--- src/rtl/core_pkg.sv ---
// rtl/core_pkg.sv - shared widths and register-index types for the decode-stage register file
package core_pkg;

  localparam int DATA_W_DEF = 16;
  localparam int ADDR_W_DEF = 3;

  typedef logic [ADDR_W_DEF-1:0] reg_idx_t;

  localparam reg_idx_t REG_ZERO = reg_idx_t'(0);

endpackage

--- src/rtl/regfile_bypass_sel.sv ---
// rtl/regfile_bypass_sel.sv - per-port read value select: write bypass plus hardwired R0
module regfile_bypass_sel
  import core_pkg::*;
#(
  parameter int DATA_W  = core_pkg::DATA_W_DEF,
  parameter int ADDR_W  = core_pkg::ADDR_W_DEF,
  parameter bit R0_ZERO = 1'b1
) (
  input  logic [ADDR_W-1:0] rd_addr,
  input  logic              wr_en,
  input  logic [ADDR_W-1:0] wr_addr,
  input  logic [DATA_W-1:0] wr_data,
  input  logic [DATA_W-1:0] mem_data,
  output logic [DATA_W-1:0] sel_data
);

  always_comb begin
    sel_data = mem_data;
    if (wr_en && (wr_addr == rd_addr)) begin
      sel_data = wr_data;
    end
    // R0 wins over the bypass so an in-flight write to R0 is never visible.
    if (R0_ZERO && (rd_addr == ADDR_W'(REG_ZERO))) begin
      sel_data = '0;
    end
  end

endmodule

--- src/rtl/regfile_dual_read.sv ---
// rtl/regfile_dual_read.sv - 8x16 register file, one write port, two registered bypassed read ports
module regfile_dual_read
  import core_pkg::*;
#(
  parameter int DATA_W  = core_pkg::DATA_W_DEF,
  parameter int ADDR_W  = core_pkg::ADDR_W_DEF,
  parameter bit R0_ZERO = 1'b1
) (
  input  logic              clk,
  input  logic              rst,
  input  logic              wr_en,
  input  logic [ADDR_W-1:0] wr_addr,
  input  logic [DATA_W-1:0] wr_data,
  input  logic              rd_req,
  input  logic [ADDR_W-1:0] rs1_addr,
  input  logic [ADDR_W-1:0] rs2_addr,
  input  logic              stall,
  output logic [DATA_W-1:0] rs1_data,
  output logic [DATA_W-1:0] rs2_data,
  output logic              rd_valid
);

  localparam int DEPTH = 2 ** ADDR_W;

  logic [DATA_W-1:0] mem [DEPTH];
  logic [DATA_W-1:0] rs1_sel;
  logic [DATA_W-1:0] rs2_sel;
  logic              wr_ok;

  assign wr_ok = wr_en && !(R0_ZERO && (wr_addr == ADDR_W'(REG_ZERO)));

  regfile_bypass_sel #(
    .DATA_W  (DATA_W),
    .ADDR_W  (ADDR_W),
    .R0_ZERO (R0_ZERO)
  ) u_sel_rs1 (
    .rd_addr  (rs1_addr),
    .wr_en    (wr_en),
    .wr_addr  (wr_addr),
    .wr_data  (wr_data),
    .mem_data (mem[rs1_addr]),
    .sel_data (rs1_sel)
  );

  regfile_bypass_sel #(
    .DATA_W  (DATA_W),
    .ADDR_W  (ADDR_W),
    .R0_ZERO (R0_ZERO)
  ) u_sel_rs2 (
    .rd_addr  (rs2_addr),
    .wr_en    (wr_en),
    .wr_addr  (wr_addr),
    .wr_data  (wr_data),
    .mem_data (mem[rs2_addr]),
    .sel_data (rs2_sel)
  );

  always_ff @(posedge clk) begin
    if (rst) begin
      for (int i = 0; i < DEPTH; i++) begin
        mem[i] <= '0;
      end
      rs1_data <= '0;
      rs2_data <= '0;
      rd_valid <= 1'b0;
    end else begin
      if (wr_ok) begin
        mem[wr_addr] <= wr_data;
      end
      // Storage keeps updating under stall; only the read outputs freeze.
      if (!stall) begin
        if (rd_req) begin
          rs1_data <= rs1_sel;
          rs2_data <= rs2_sel;
          rd_valid <= 1'b1;
        end else begin
          rd_valid <= 1'b0;
        end
      end
    end
  end

endmodule

--- config.mk ---
export PLATFORM = sky130hd
export DESIGN_NAME = regfile_dual_read
export DESIGN_NICKNAME = d
export VERILOG_FILES = /design/src/rtl/core_pkg.sv /design/src/rtl/regfile_bypass_sel.sv /design/src/rtl/regfile_dual_read.sv
export SDC_FILE = /design/constraint.sdc
export NUM_CORES = 1
export LEC_CHECK = 0
export BUFFER_PORTS_ARGS = -buffer_cell sky130_fd_sc_hd__buf_2
export CORE_MARGIN = 1.5
export CORE_UTILIZATION = 50
export DETAILED_ROUTE_END_ITERATION = 6
export HOLD_SLACK_MARGIN = 0.02
export MAX_ROUTING_LAYER = met4
export PLACE_DENSITY_LB_ADDON = 0.15
export SLEW_MARGIN = 30
export SYNTH_ARGS = -nofsm -noshare
export SYNTH_HDL_FRONTEND = slang
export SYNTH_HIERARCHICAL = 1
export SYNTH_SLANG_ARGS = --single-unit
--- constraint.sdc ---
create_clock -name clk -period 2.87 [get_ports clk]
set_input_delay 0 -clock clk [delete_from_list [all_inputs] [get_ports clk]]
set_output_delay 0 -clock clk [all_outputs]
set_load 0.1 [all_outputs]
=== Word level (Yosys, flattened, before mapping) ===
Memory sizes are Yosys's and may differ from the RTL's.
Cells that the tools add are included.
Widths: inputs -> output; s select.

* Register bits after elaboration: 33
* Memory bits (writable): 128
* Input port bits: 30
* Output and inout port bits: 33
* Word-level logic and storage cells: 29
* Memories: 1

* Equal/unequal tests: 2
* Mux-type cells: 13
* Bitwise logic cells: 1
* Reductions and logical operators: 9

{| class="wikitable"
|+ Memory list
! memory !! depth !! width !! read ports !! clocked after memory_dff !! wr ports !! line !! source
|-
| mem || 8 || 16 || 2 || 0 || 8 || regfile_dual_read.sv:25 || <nowiki>logic [DATA_W-1:0] mem [DEPTH];</nowiki>
|}

{| class="wikitable"
|+ Operators with widths
! kind !! number
|-
| $mux 16 || 5
|-
| $reduce_or 16->1 || 1
|-
| $logic_not 3->1 || 3
|-
| $mux 1 || 7
|-
| $eq 3x3->1 || 2
|-
| $logic_and 1x1->1 || 3
|-
| $mux 3 || 1
|-
| $reduce_and 2->1 || 1
|-
| $logic_not 1->1 || 1
|-
| $not 1->1 || 1
|}

=== Logic depth before layout (Yosys ltp) ===
* Depth in word-level cells: 8
* Mapped depth: 8
* Mapped depth without buffers: 6

=== Modules after synthesis ===
Netlist, hierarchy kept.

{| class="wikitable"
|+ Modules (own cells, without submodules)
! module !! times used !! cells an instance !! area an instance (um^2) !! seq. area each (um^2)
|-
| regfile_dual_read || 1 || 528 || 7,988.9 || 4,504.3
|-
| regfile_bypass_sel || 2 || 59 || 374.1 || 0.0
|}

=== Worst setup path after synthesis ===
No wires, ideal clock.

* Path type: flip-flop to flip-flop
* Start: memory mem[3][7] (netlist name)
* End: register rs1_data[7]
* Arrival: 1.296 ns
* Path slack: 1.442 ns
* Stages on the path, launching flop included: 7
* Buffers on the path: 0
* Period minus slack after synthesis: 1.428 ns
* Path through: edfxtp_1 -> mux4_1 -> mux2_2 -> nand2_1 -> mux2i_1 -> nand2_1 -> a21oi_1

{| class="wikitable"
|+ RTL lines
! what !! line !! source
|-
| from (decl) || regfile_dual_read.sv:25 ||
|-
| to (signal assigned) || regfile_dual_read.sv:73 || <nowiki>rs1_data <= rs1_sel;</nowiki>
|-
| to (decl) || regfile_dual_read.sv:18 || <nowiki>output logic [DATA_W-1:0] rs1_data,</nowiki>
|}

==> results.cfg <==
[status]
status = finished clean

[detailed_routing]
viasPerCell = 5.748
vias = 5535
antenna_left = 0
drc = 0
dr.pass1.iters = 5
drt_iter0_markers = 507
routed_wl_mm = 21.43
wl_per_cell_um = 22.25

[final_layout]
diodes = 0
fillCellCount = 1437
drive_gt1_share_pct = 21.95
nets = 755
syn_to_final_growth_pct = 13.99

[critical_path]
worst-path-buf-inv = 3
required_ns = 2.93
reg2regPathDepth = 6
critPathTopFamily = buffers and inverters
cpPeakStageDelay_ns = 0.53
startpoint_type = input pin
cp_cell_sequence = dlygate4sd3_1 > buf_2 > nand3b_1 > nor2_1 > buf_4 > or2_2
end_kind = flop
reg2reg_from = mem[0][7]$_SDFFCE_PN0P_
crit_arrival_ns = 1.95
path_max_fanout = 17
worstReg2RegEnd = rs2_data[7]$_SDFFE_PP0P_
criticalPathCategory = input pin to flop
cp_slowest_cell = dlygate4sd3_1
ff2ff_setup_slack_ns = 1.09

[sta]
rsz0062_at_grt = no
hold_violations = 0
slew_violations = 0
finClkSkew_ns = 0.008288
hold_slack_ns = 0.2452
slew-limit-headroom_pct = 59.19
setup_violations = 0
period_share_pct = 65.64
min_period_ns = 1.884
fin_tns_setup_ns = 0
tightest_slew_ns = 0.6122
fmax_mhz = 530.8

[clocking]
clk_path_buf_depth = 2
clk_latency_ns = 0.43
htree_levels = 4
cts.sinks = 161
tritoncts = done
cts-root-buf = clkbuf_16
cts_buffers = 17
cts.clk_slew.worst_paths_ns = 0.06

[logic_synthesis]
yosysWarnings = 6
synth_top_flop_cell = edfxtp_1
synth_area_per_cell_um2 = 13.52
syn-cell-area_um2 = 8737
synth_most_common_cell = nand2_1
postSynth.asyncResetShare_pct = 0
synth_common_cells = nand2_1 (130), edfxtp_1 (128), and2_1 (112)
yosysTopAreaCellShare_pct = 43.99
yosysSeqAreaShare_pct = 51.55
synth_edf_count = 128
synth_area_leaders = edfxtp_1 (44%), mux4_1 (17%), and2_1 (8.0%)
synth_area_leader_cell = edfxtp_1
ys_ff_latch = 161
synthCells = 646
synth_cell_types = 27

[global_routing]
grt_pass1_vias = 5479
antenna_found_initial = 0
grt_max_degree = 44
track_usage_pct = 25.83
grt_first_pass_wirelength_mm = 32.80
overflow = 0

[floorplanning]
dieArea_um2 = 18280
initial_core_util_pct = 50.87
core_area_um2 = 17180
die_w_um = 135.2
die_h_um = 135.2
ios = 63
row_count = 48

[power]
p_per_area_nw_per_um2 = 589.5
ir_worst_vdd_mv = 0.4624
leakagePower_uw = 0.003864

[job]
drv_cap = 0

[placement]
io_buffers = 62
routabilityCongestion = 0.8277
dp_hpwl_mm = 13.60

[min_path]
min_path_type = input pin to flop
min_path_cells = 5
min_from = rd_req
hold-path-endpoint = rs1_data[3]$_SDFFE_PP0P_
-- stage by stage --
stage / std cells / cell area (um2) / utilization [%] / power, uW / worst slack, ns
after global placement: 913 / 9208 / 53.61 / 3666 / 0.9436
after global routing: 963 / 9960 / 57.98 / 6067 / 0.8711
after detailed placement: 913 / 9210 / 53.62 / 3687 / 0.9063
final: 963 / 9960 / 57.98 / 5872 / 0.9861
after CTS: 963 / 9960 / 57.98 / 5890 / 0.9600
after floorplan: 661 / 8793 / - / 3451 / 1.442
-- worst max path at each step --
stage                            startpoint                         to  slack [ns]  cells past startpoint
floorplan           mem[3][7]$_SDFFCE_PN0P_   rs1_data[7]$_SDFFE_PP0P_        1.44                      6
global placement                rs2_addr[0]  rs2_data[13]$_SDFFE_PP0P_        0.94                      8
detailed placement              rs2_addr[0]  rs2_data[13]$_SDFFE_PP0P_        0.91                      8
CTS                                     rst    mem[3][9]$_SDFFCE_PN0P_        0.96                      6
global route                            rst    mem[3][9]$_SDFFCE_PN0P_        0.87                      6
finish                                  rst    mem[3][9]$_SDFFCE_PN0P_        0.99                      6
-- cells by family after synthesis --
logic type                Yosys count  share of synthesized area, %
AOI/OAI and AO/OA                  33                         1.890
xor gates and xnor gates            6                        0.6015
buffers and inverters              51                         3.580
DFF                               161                         51.55
muxes                             128                         26.69
other                               1                       0.04292
and+or+nand+nor                   266                         15.64
-- metal layers --
| layer | track usage (%) | routed length [um] | up-vias |
|---|---|---|---|
| li1 | - | - | 2533 |
| met1 | 33.93 | 9257 | 2763 |
| met2 | 41.33 | 10440 | 209 |
| met3 | 4.302 | 1342 | 30 |
| met4 | 8.542 | 394 | 0 |
| met5 | - | 0 | - |
-- repair_timing --
item                                    in CTS  in global routing
endpoints found under the hold margin      131                  0
endpoints found under the setup margin       0                  0
hold buffers                                18                  0
resized for setup                            0                  0
buffers inserted                             0                  0
-- report_power, final --
group / switching [uW] / leakage, uW / internal, uW
sequential: 72.0 / 0.00150 / 2670
clock: 929 / 0.000274 / 1280
combinational: 574 / 0.00209 / 347
total: 1570 / 0.00386 / 4300
-- flip-flops by register name (all words and copies together) (netlist names) --
register / flops
rs1_data: 16
mem: 128
rd_valid: 1
rs2_data: 16
-- tightest hold or removal path, stage by stage --
cell and delay, ns:
buf_2 0.11, nor2b_2 0.14, buf_4 0.22, nand2_1 0.10, a21oi_1 0.05
-- cell type report --
| cell class | count | area [um2] | area share (%) |
|---|---|---|---|
| Timing Repair Buffer | 96 | 623.1 | 6.256 |
| Multi-Input combinational cell | 449 | 3981 | 39.97 |
| Clock buffer | 19 | 432.9 | 4.347 |
| Tap cell | 225 | 281.5 | 2.827 |
| Clock inverter | 13 | 136.4 | 1.369 |
| Sequential cell | 161 | 4504 | 45.23 |
-- layout by cell type, fill, tap and decap left out --
cell             n
mux4_1          56
nand2b_1         2
mux2i_1         32
nor2_1           3
buf_2           62
clkbuf_1         2
edfxtp_1       128
buf_12           1
mux2_2          32
bufinv_16        2
nor3_2           1
inv_8            1
xnor2_1          6
and4_4           2
or2_2            7
nand3b_1         1
or3_1            2
buf_4           15
dlygate4sd3_1   18
clkinv_4         3
clkinv_2         2
clkinvlp_4       1
nor2b_2          1
dfxtp_1         33
nand2_1        130
nand2b_2         1
clkinv_1         2
conb_1          16
clkbuf_16       17
or3b_4           1
mux4_2           8
inv_6            1
and2_1         112
a21oi_1         33
nor2_4           3
clkinvlp_2       1
Note: power is estimated with default switching activity, not from simulation.
